$ cat src/rtl/spi_reg_ctrl.sv
// spi_reg_ctrl: frames SPI slave bytes into burst register read/write
// transactions and preloads the slave's transmit byte for every slot.
`timescale 1ns/1ps
module spi_reg_ctrl #(
    parameter int unsigned ADDR_W      = 7,
    parameter logic [7:0]  STATUS_BYTE = 8'hA5,
    parameter logic [7:0]  PAD_BYTE    = 8'h00,
    parameter int unsigned FLAG_HOLD   = 4
) (
    input  logic              clk_200m,
    input  logic              rst,
    input  logic              cs,
    input  logic [7:0]        recv_data,
    input  logic              recv_done,
    output logic [7:0]        send_data,
    output logic              send_flag,
    output logic [ADDR_W-1:0] reg_addr,
    output logic              reg_wr_en,
    output logic [7:0]        reg_wr_data,
    output logic              reg_rd_en,
    input  logic [7:0]        reg_rd_data,
    output logic              busy
);

    localparam int unsigned CNT_W = $clog2(FLAG_HOLD + 1);

    typedef enum logic [2:0] {
        IDLE,
        PRELOAD,
        CMD,
        WR,
        RD_FETCH,
        RD_LOAD,
        RD_WAIT
    } state_t;

    state_t            state, state_nxt;
    logic              cs_s1, cs_s2, cs_d;
    logic              cs_fall, cs_rise;
    logic              recv_d, byte_evt;
    logic [7:0]        data_r;
    logic [ADDR_W-1:0] addr;
    logic [CNT_W-1:0]  hold_cnt;
    logic              load;
    logic [7:0]        load_data;
    logic              addr_ld, addr_inc;

    assign cs_fall     = cs_d & ~cs_s2;
    assign cs_rise     = ~cs_d & cs_s2;
    assign reg_addr    = addr;
    assign reg_wr_data = data_r;
    assign busy        = (state != IDLE);

    // CS synchroniser and edge history; cleared to "low" on reset so a CS
    // already low at release cannot fake a fall -- a fresh fall is required.
    always_ff @(posedge clk_200m) begin
        if (rst) begin
            cs_s1 <= 1'b0;
            cs_s2 <= 1'b0;
            cs_d  <= 1'b0;
        end else begin
            cs_s1 <= cs;
            cs_s2 <= cs_s1;
            cs_d  <= cs_s2;
        end
    end

    // Byte event on recv_done rise; the byte is captured with the event so
    // it stays valid regardless of how long recv_done is held.
    always_ff @(posedge clk_200m) begin
        if (rst) begin
            recv_d   <= 1'b0;
            byte_evt <= 1'b0;
            data_r   <= '0;
        end else begin
            recv_d   <= recv_done;
            byte_evt <= recv_done & ~recv_d;
            if (recv_done && !recv_d)
                data_r <= recv_data;
        end
    end

    // State register.
    always_ff @(posedge clk_200m) begin
        if (rst)
            state <= IDLE;
        else
            state <= state_nxt;
    end

    // Next-state and strobe decode; CS edges take priority over byte events.
    always_comb begin
        state_nxt = state;
        load      = 1'b0;
        load_data = PAD_BYTE;
        addr_ld   = 1'b0;
        addr_inc  = 1'b0;
        reg_wr_en = 1'b0;
        reg_rd_en = 1'b0;
        if (cs_rise) begin
            state_nxt = IDLE;
        end else if (cs_fall) begin
            state_nxt = PRELOAD;
        end else begin
            case (state)
                IDLE: ;
                PRELOAD: begin
                    load      = 1'b1;
                    load_data = STATUS_BYTE;
                    state_nxt = CMD;
                end
                CMD: begin
                    if (byte_evt) begin
                        addr_ld = 1'b1;
                        if (data_r[7]) begin
                            state_nxt = RD_FETCH;
                        end else begin
                            load      = 1'b1;
                            state_nxt = WR;
                        end
                    end
                end
                WR: begin
                    if (byte_evt) begin
                        reg_wr_en = 1'b1;
                        addr_inc  = 1'b1;
                        load      = 1'b1;
                    end
                end
                RD_FETCH: begin
                    reg_rd_en = 1'b1;
                    state_nxt = RD_LOAD;
                end
                RD_LOAD: begin
                    load      = 1'b1;
                    load_data = reg_rd_data;
                    state_nxt = RD_WAIT;
                end
                RD_WAIT: begin
                    if (byte_evt) begin
                        addr_inc  = 1'b1;
                        state_nxt = RD_FETCH;
                    end
                end
                default: state_nxt = IDLE;
            endcase
        end
    end

    // Register address: loaded from the command byte, bumped per data byte.
    always_ff @(posedge clk_200m) begin
        if (rst)
            addr <= '0;
        else if (addr_ld)
            addr <= data_r[ADDR_W-1:0];
        else if (addr_inc)
            addr <= addr + ADDR_W'(1);
    end

    // Transmit preload: latch the byte and hold send_flag for FLAG_HOLD cycles.
    always_ff @(posedge clk_200m) begin
        if (rst) begin
            send_data <= '0;
            send_flag <= 1'b0;
            hold_cnt  <= '0;
        end else if (cs_rise) begin
            send_flag <= 1'b0;
            hold_cnt  <= '0;
        end else if (load) begin
            send_data <= load_data;
            send_flag <= 1'b1;
            hold_cnt  <= CNT_W'(FLAG_HOLD - 1);
        end else if (hold_cnt != '0) begin
            hold_cnt  <= hold_cnt - CNT_W'(1);
        end else begin
            send_flag <= 1'b0;
        end
    end

endmodule

$ cat config.mk
export PLATFORM = sky130hd
export DESIGN_NAME = spi_reg_ctrl
export DESIGN_NICKNAME = d
export VERILOG_FILES = /design/src/rtl/spi_reg_ctrl.sv
export SDC_FILE = /design/constraint.sdc
export NUM_CORES = 1
export LEC_CHECK = 0
export ABC_AREA = 1
export CAP_MARGIN = 20
export CORE_ASPECT_RATIO = 0.5
export CORE_MARGIN = 2
export CORE_UTILIZATION = 50
export DETAILED_ROUTE_END_ITERATION = 8
export PLACE_DENSITY_LB_ADDON = 0.15
export SYNTH_ARGS = -nofsm -noshare
export SYNTH_HDL_FRONTEND = slang
export SYNTH_SLANG_ARGS = --single-unit
$ cat constraint.sdc
create_clock -name clk_200m -period 3.05 [get_ports clk_200m]
set_input_delay 0.61 -clock clk_200m [delete_from_list [all_inputs] [get_ports clk_200m]]
set_output_delay 0.61 -clock clk_200m [all_outputs]
set_load 0.05 [all_outputs]
==> results of run 1 <==
[cells in the mapped netlist (all sizes together)]
cell type / n
o21ai: 15
inv: 32
nor2: 55
nor3b: 1
o31ai: 1
clkbuf: 1
buf: 6
dfxtp: 35
nor3: 1
ha: 3
a31oi: 1
nand3: 28
nand2: 64
clkinv: 1
xor2: 5
a21oi: 13
[layer usage]
metal / GRT usage, % / vias to the layer above / part of all wire, %
li1: - / 907 / -
met1: 25.0 / 801 / 46
met2: 37.3 / 65 / 46
met3: 6.52 / 4 / 7.3
met4: 4.85 / 0 / 0.39
met5: 0 / - / 0
[registers in the layout (all words and copies together), names as in the netlist]
signal,count
hold_cnt,3
reg_addr,7
state,3
reg_wr_data,8
cs_s1,1
cs_s2,1
cs_d,1
send_data,8
recv_d,1
send_flag,1
byte_evt,1
[report_power, final]
| group | switching (mW) | total, mW | internal (mW) |
|---|---|---|---|
| logic | 0.175 | 0.277 | 0.102 |
| clock network | 0.176 | 0.420 | 0.243 |
| registers | 0.0232 | 0.515 | 0.492 |
| total | 0.375 | 1.21 | 0.837 |
[layout make-up]
class	instances	area, um^2
sequential	35	701
timing repair buffer	46	460
clock buffer	5	68.8
tap	51	63.8
multi-input combinational	187	887
inverter	33	124
clock inverter	3	43.8
fill	321	1070
[path summary, 6_finish.rpt]
| check | end | slack [ns] |
|---|---|---|
| setup / recovery | reg_wr_en | 0.44 |
| hold / removal | cs_s2 | 0.41 |
| setup reg to reg | send_data[3] | 1.53 |
| hold reg to reg | cs_s2 | 0.41 |
[cells by family after synthesis]
group | Yosys count | synth area share (%)
xor gates and xnor gates | 5 | 2.48
AOI/OAI and AO/OA | 30 | 8.72
adders and majority gates | 3 | 2.13
buffers and inverters | 40 | 10.1
DFF | 35 | 39.7
and+or+nand+nor | 149 | 36.9
[through the flow]
step                total power, mW  util, %
detailed placement            0.801     65.5
global placement              0.792     65.5
finish                         1.21     68.8
CTS                            1.22     68.8
floorplan                     0.724        -
global route                   1.26     68.8
[worst min-delay path: stages, from the launching register on]
cell     delay (ns)
dfxtp_1        0.30
inv_1          0.04
nor2_1         0.03
[layout by cell type (no fill, tap or decap)]
cell type        synthesis  routed
nand2_1                 60      60
nor2_1                  50      50
clkdlybuf4s50_1          0      46
dfxtp_1                 35      35
inv_1                   29      29
nand3_1                 26      26
o21ai_0                 15      15
a21oi_1                 13      13
xor2_1                   5       5
clkbuf_8                 0       5
inv_2                    3       3
nand2_2                  3       3
nor2_4                   3       3
ha_1                     3       3
nor2_2                   2       2
nand3_2                  2       2
nor3_1                   1       1
clkinv_1                 1       1
o31ai_1                  1       1
nand2_4                  1       1
a31oi_1                  1       1
nor3b_1                  1       1
bufinv_16                0       1
clkinv_4                 0       1
clkinv_2                 0       1
==> impl_metrics.csv, run 1 <==
group,metric,value,unit
status,outcome,"finished, final reports clean",
global_routing,first_global_vias,1543,
synth,post_synth.cell_area_avg,6.74,um^2
clock_tree,clockBufferDepth,2,
setup_path,r2r-start,"state[1]",
route,wl_per_cell,11.5,um
sta,worst_pin_slew,0.626,ns
place,gp_congestion,0.894,
sta,rsz0062_at_grt,"no",
floorplan,io_pins,47,
setup_path,path_depth,4,
synth,synth_seq_cells,35,
route,wl,4150,um
setup_path,arrival,2.00,ns
place,port_buffers,46,
sta,period_needed,2.61,ns
global_routing,overflow,0,
place,dp_hpwl,2990,um
clock_tree,cts_tree,"built",
power_and_ir_drop,ir_drop,0.324,mV
finish,nets,331,
synth,synth_top_area_cell,"dfxtp_1",
clock_tree,cts_resized,0,
place,placed_area,0.00224,mm^2
sta,hold_slack,0.408,ns
synth,synth_cell_types,24,
place,preCtsSetupSlack,0.761,ns
clock_tree,clk_pin_slew,0.08,ns
clock_tree,cts_sinks,35,
synth,syn_area,0.00177,mm^2
finish,areaGrowthSynthToFinish,33.0,%
sta,fin_crit_sh,85.7,%
clock_tree,numCtsBuffers,5,
sta,finalWorstSetupSlack,0.437,ns
floorplan,die_y,46.0,um
setup_path,crit_path_start,"state[2]",
synth,synth_top_area_share,39.7,%
global_routing,grt_pass1_wl,6420,um
finish,final_cells,360,
sta,fmax,383,MHz
place,dp.cells,352,
setup_path,crit_type,"flip-flop to primary output",
run,max-cap-violations,0,
global_routing,antenna_found_initial,0,
min_path,min_from,"cs_s1",
floorplan,die_area,0.00405,mm^2
sta,finalSetupTns,0,ns
setup_path,critPathSlowestCell,"clkdlybuf4s50_1",
clock_tree,postCtsSetupBuffers,0,
route,drt-pass1-iter-count,4,
setup_path,critPathCaptureType,"primary output",
sta,finalSetupViolCount,0,
synth,synth_area_leaders,"dfxtp_1 40%, nand2_1 13%, nor2_1 11%",
floorplan,core,0.00342,mm^2
power_and_ir_drop,powerDensity,516,mW/mm^2
clock_tree,clock_latency,0.28,ns
route,drt_iter0_drc,114,
floorplan,die_w,88.0,um
route,drt_drc_violations_left,0,
synth,synth_nets,285,
floorplan,row_count,15,
route,dr_total_vias,1777,
setup_path,path_max_fanout,16,
global_routing,grt_max_degree,22,
synth,netlist_instances,262,
synth,yosysWarnings,0,
clock_tree,hold_buffers,0,
min_path,min_path_cells,2,
setup_path,required,2.44,ns
min_path,hp-class,"flip-flop to flip-flop",
route,avgViaCountPerCell,4.94,
route,drtAntennaViolNets,0,
sta,report.final.slew_viol_count,0,
finish,drive_gt1_share,7.12,%
sta,slew_headroom,58.2,%
setup_path,crit_chain,"inv_2, nand3_1, nor2_1, clkdlybuf4s50_1",
setup_path,crit_path_start_kind,"flip-flop",
synth,synth_seq_area_share,39.7,%
finish,fin_area,0.00235,mm^2
setup_path,slowest_delay,0.81,ns
power_and_ir_drop,leakagePower,1.06,nW
sta,fin_skew,0.00373,ns
setup_path,critPathBufInv,2,
sta,finalHoldViolations,0,
setup_path,r2r_cells,8,
clock_tree,cts_max_level,2,
clock_tree,root_buffer,"clkbuf_8",
global_routing,grtUsageTotal,20.8,%
finish,diodes,0,
setup_path,cp_top_family,"buffers and inverters",
floorplan,initial_core_util,51.7,%
Note: power is estimated with default switching activity, not from simulation.
==> run 2: changes to the inputs <==
--- a/config.mk
+++ b/config.mk
@@ -8,7 +8,6 @@
 export ABC_AREA = 1
 export CAP_MARGIN = 20
 export CORE_ASPECT_RATIO = 0.5
-export CORE_MARGIN = 2
 export CORE_UTILIZATION = 50
 export DETAILED_ROUTE_END_ITERATION = 8
 export PLACE_DENSITY_LB_ADDON = 0.15
==> run 2 against run 1 <==
Clock skew grew 0.0044 ns; critical path depth grew 1; critical endpoint unchanged; largest power group unchanged; fmax shrank 0.25%; via count grew 0.62%; largest cell class unchanged; combinational power is essentially flat; sequential power is essentially flat; critical path type unchanged; clock power shrank 10%; sequential cell count is the same; die area shrank 6.5%.
==> impl_metrics.csv, run 2 (synthesis results as in run 1) <==
group,metric,value,unit
status,outcome,"finished, final reports clean",
clock_tree,postCtsSetupBuffers,0,
setup_path,crit_path_start_kind,"flip-flop",
floorplan,die_w,86.0,um
clock_tree,clk_pin_slew,0.08,ns
place,dp_hpwl,2940,um
floorplan,die_y,44.0,um
clock_tree,clock_latency,0.29,ns
sta,finalHoldViolations,0,
clock_tree,cts_sinks,35,
clock_tree,cts_resized,0,
min_path,hp-class,"flip-flop to flip-flop",
global_routing,grt_max_degree,22,
finish,final_cell_mix,"60 x nand2_1, 50 x nor2_1, 46 x clkdlybuf4s50_1",
clock_tree,root_buffer,"clkbuf_8",
clock_tree,clockBufferDepth,2,
place,preCtsSetupSlack,0.759,ns
sta,rsz0062_at_grt,"no",
finish,nets,331,
power_and_ir_drop,ir_drop,0.253,mV
sta,slew_headroom,56.3,%
power_and_ir_drop,leakagePower,1.05,nW
sta,fin_skew,0.00809,ns
setup_path,arrival,2.01,ns
finish,diodes,0,
route,drtAntennaViolNets,0,
floorplan,core,0.00317,mm^2
setup_path,crit_chain,"inv_1, nand2_1, nand3_1, nor2_1, clkdlybuf4s50_1",
place,port_buffers,46,
route,drt-pass1-iter-count,4,
sta,report.final.slew_viol_count,0,
finish,areaGrowthSynthToFinish,32.1,%
clock_tree,hold_buffers,0,
finish,mostFrequentLayoutCell,"nand2_1",
clock_tree,cts_max_level,2,
route,avgViaCountPerCell,5.01,
power_and_ir_drop,powerDensity,501,mW/mm^2
route,dr_total_vias,1788,
place,gp_congestion,0.970,
setup_path,critPathBufInv,2,
setup_path,crit_type,"flip-flop to primary output",
sta,finalSetupTns,0,ns
sta,finalWorstSetupSlack,0.431,ns
power_and_ir_drop,power,1.17,mW
global_routing,overflow,0,
floorplan,row_count,14,
finish,drive_gt1_share,6.80,%
global_routing,grt_pass1_wl,6720,um
clock_tree,cts_tree,"built",
sta,fmax,382,MHz
route,drt_drc_violations_left,0,
finish,nFillCells,277,
global_routing,first_global_vias,1557,
global_routing,antenna_found_initial,0,
setup_path,critPathCaptureType,"primary output",
global_routing,grtUsageTotal,22.9,%
setup_path,critPathSlowestCell,"clkdlybuf4s50_1",
route,drt_iter0_drc,149,
route,wl_per_cell,11.4,um
sta,finalSetupViolCount,0,
floorplan,die_area,0.00379,mm^2
route,wl,4080,um
setup_path,path_max_fanout,3,
sta,worst_pin_slew,0.654,ns
setup_path,required,2.44,ns
clock_tree,numCtsBuffers,5,
run,max-cap-violations,0,
sta,fin_crit_sh,85.9,%
sta,period_needed,2.62,ns
setup_path,slowest_delay,0.81,ns
floorplan,initial_core_util,55.7,%
floorplan,io_pins,47,
setup_path,cp_top_family,"buffers and inverters",
==> run 2: cell types whose count changed in the layout (fill, tap and decap cells not counted), sizes merged <==
cell	delta
clkinv	-2
bufinv	-1
clkbuf	+3
==> run 2: tightest hold or removal path: cells and delay by family, from the launching register on <==
kind / cells / cell delay, ns
buffers and inverters: 1 / 0.04
AND/OR/NAND/NOR: 1 / 0.03
flip-flops: 1 / 0.30
==> run 2: per-layer routing <==
| layer | global-route usage (%) | wire [um] | vias up | share of wire (%) |
|---|---|---|---|---|
| met2 | 39.7 | 1840 | 69 | 45 |
| met5 | 0 | 0 | - | 0 |
| met3 | 6.53 | 292 | 8 | 7.1 |
| met1 | 28.9 | 1920 | 805 | 47 |
| li1 | - | - | 906 | - |
| met4 | 5.67 | 38 | 0 | 0.93 |
==> run 2: path summary, 6_finish.rpt <==
check / from / endpoint / slack [ns] / cells after the start
worst max-delay path: cs_d / reg_wr_en / 0.43 / 5
worst min register to register: cs_s1 / cs_s2 / 0.41 / 2
worst min-delay path: cs_s1 / cs_s2 / 0.41 / 2
worst max register to register: state[1] / send_data[3] / 1.57 / 8
==> run 2: cell type report <==
cell class                      count  area [um^2]  share of cell area [%]
Multi-Input combinational cell    187          887                    38.0
Tap cell                           48         60.1                    2.58
Timing Repair Buffer               46          460                    19.7
Inverter                           33          124                    5.31
Sequential cell                    35          701                    30.0
Clock buffer                        8          100                    4.29
==> run 2: stage by stage <==
step / util [%] / instance area (um^2) / hold slack (ns) / instances
2_1_floorplan: - / 1770 / 0.388 / 262
3_3_place_gp: 70.4 / 2230 / 0.398 / 349
3_5_place_dp: 70.4 / 2230 / 0.406 / 349
4_1_cts: 73.6 / 2330 / 0.415 / 357
5_1_grt: 73.6 / 2330 / 0.445 / 357
6_report: 73.6 / 2330 / 0.413 / 357
==> run 2: power by group <==
group          total (mW)  switching, mW  internal (mW)
Sequential          0.516         0.0241          0.492
Combinational       0.275          0.174          0.102
Clock               0.378          0.171          0.206
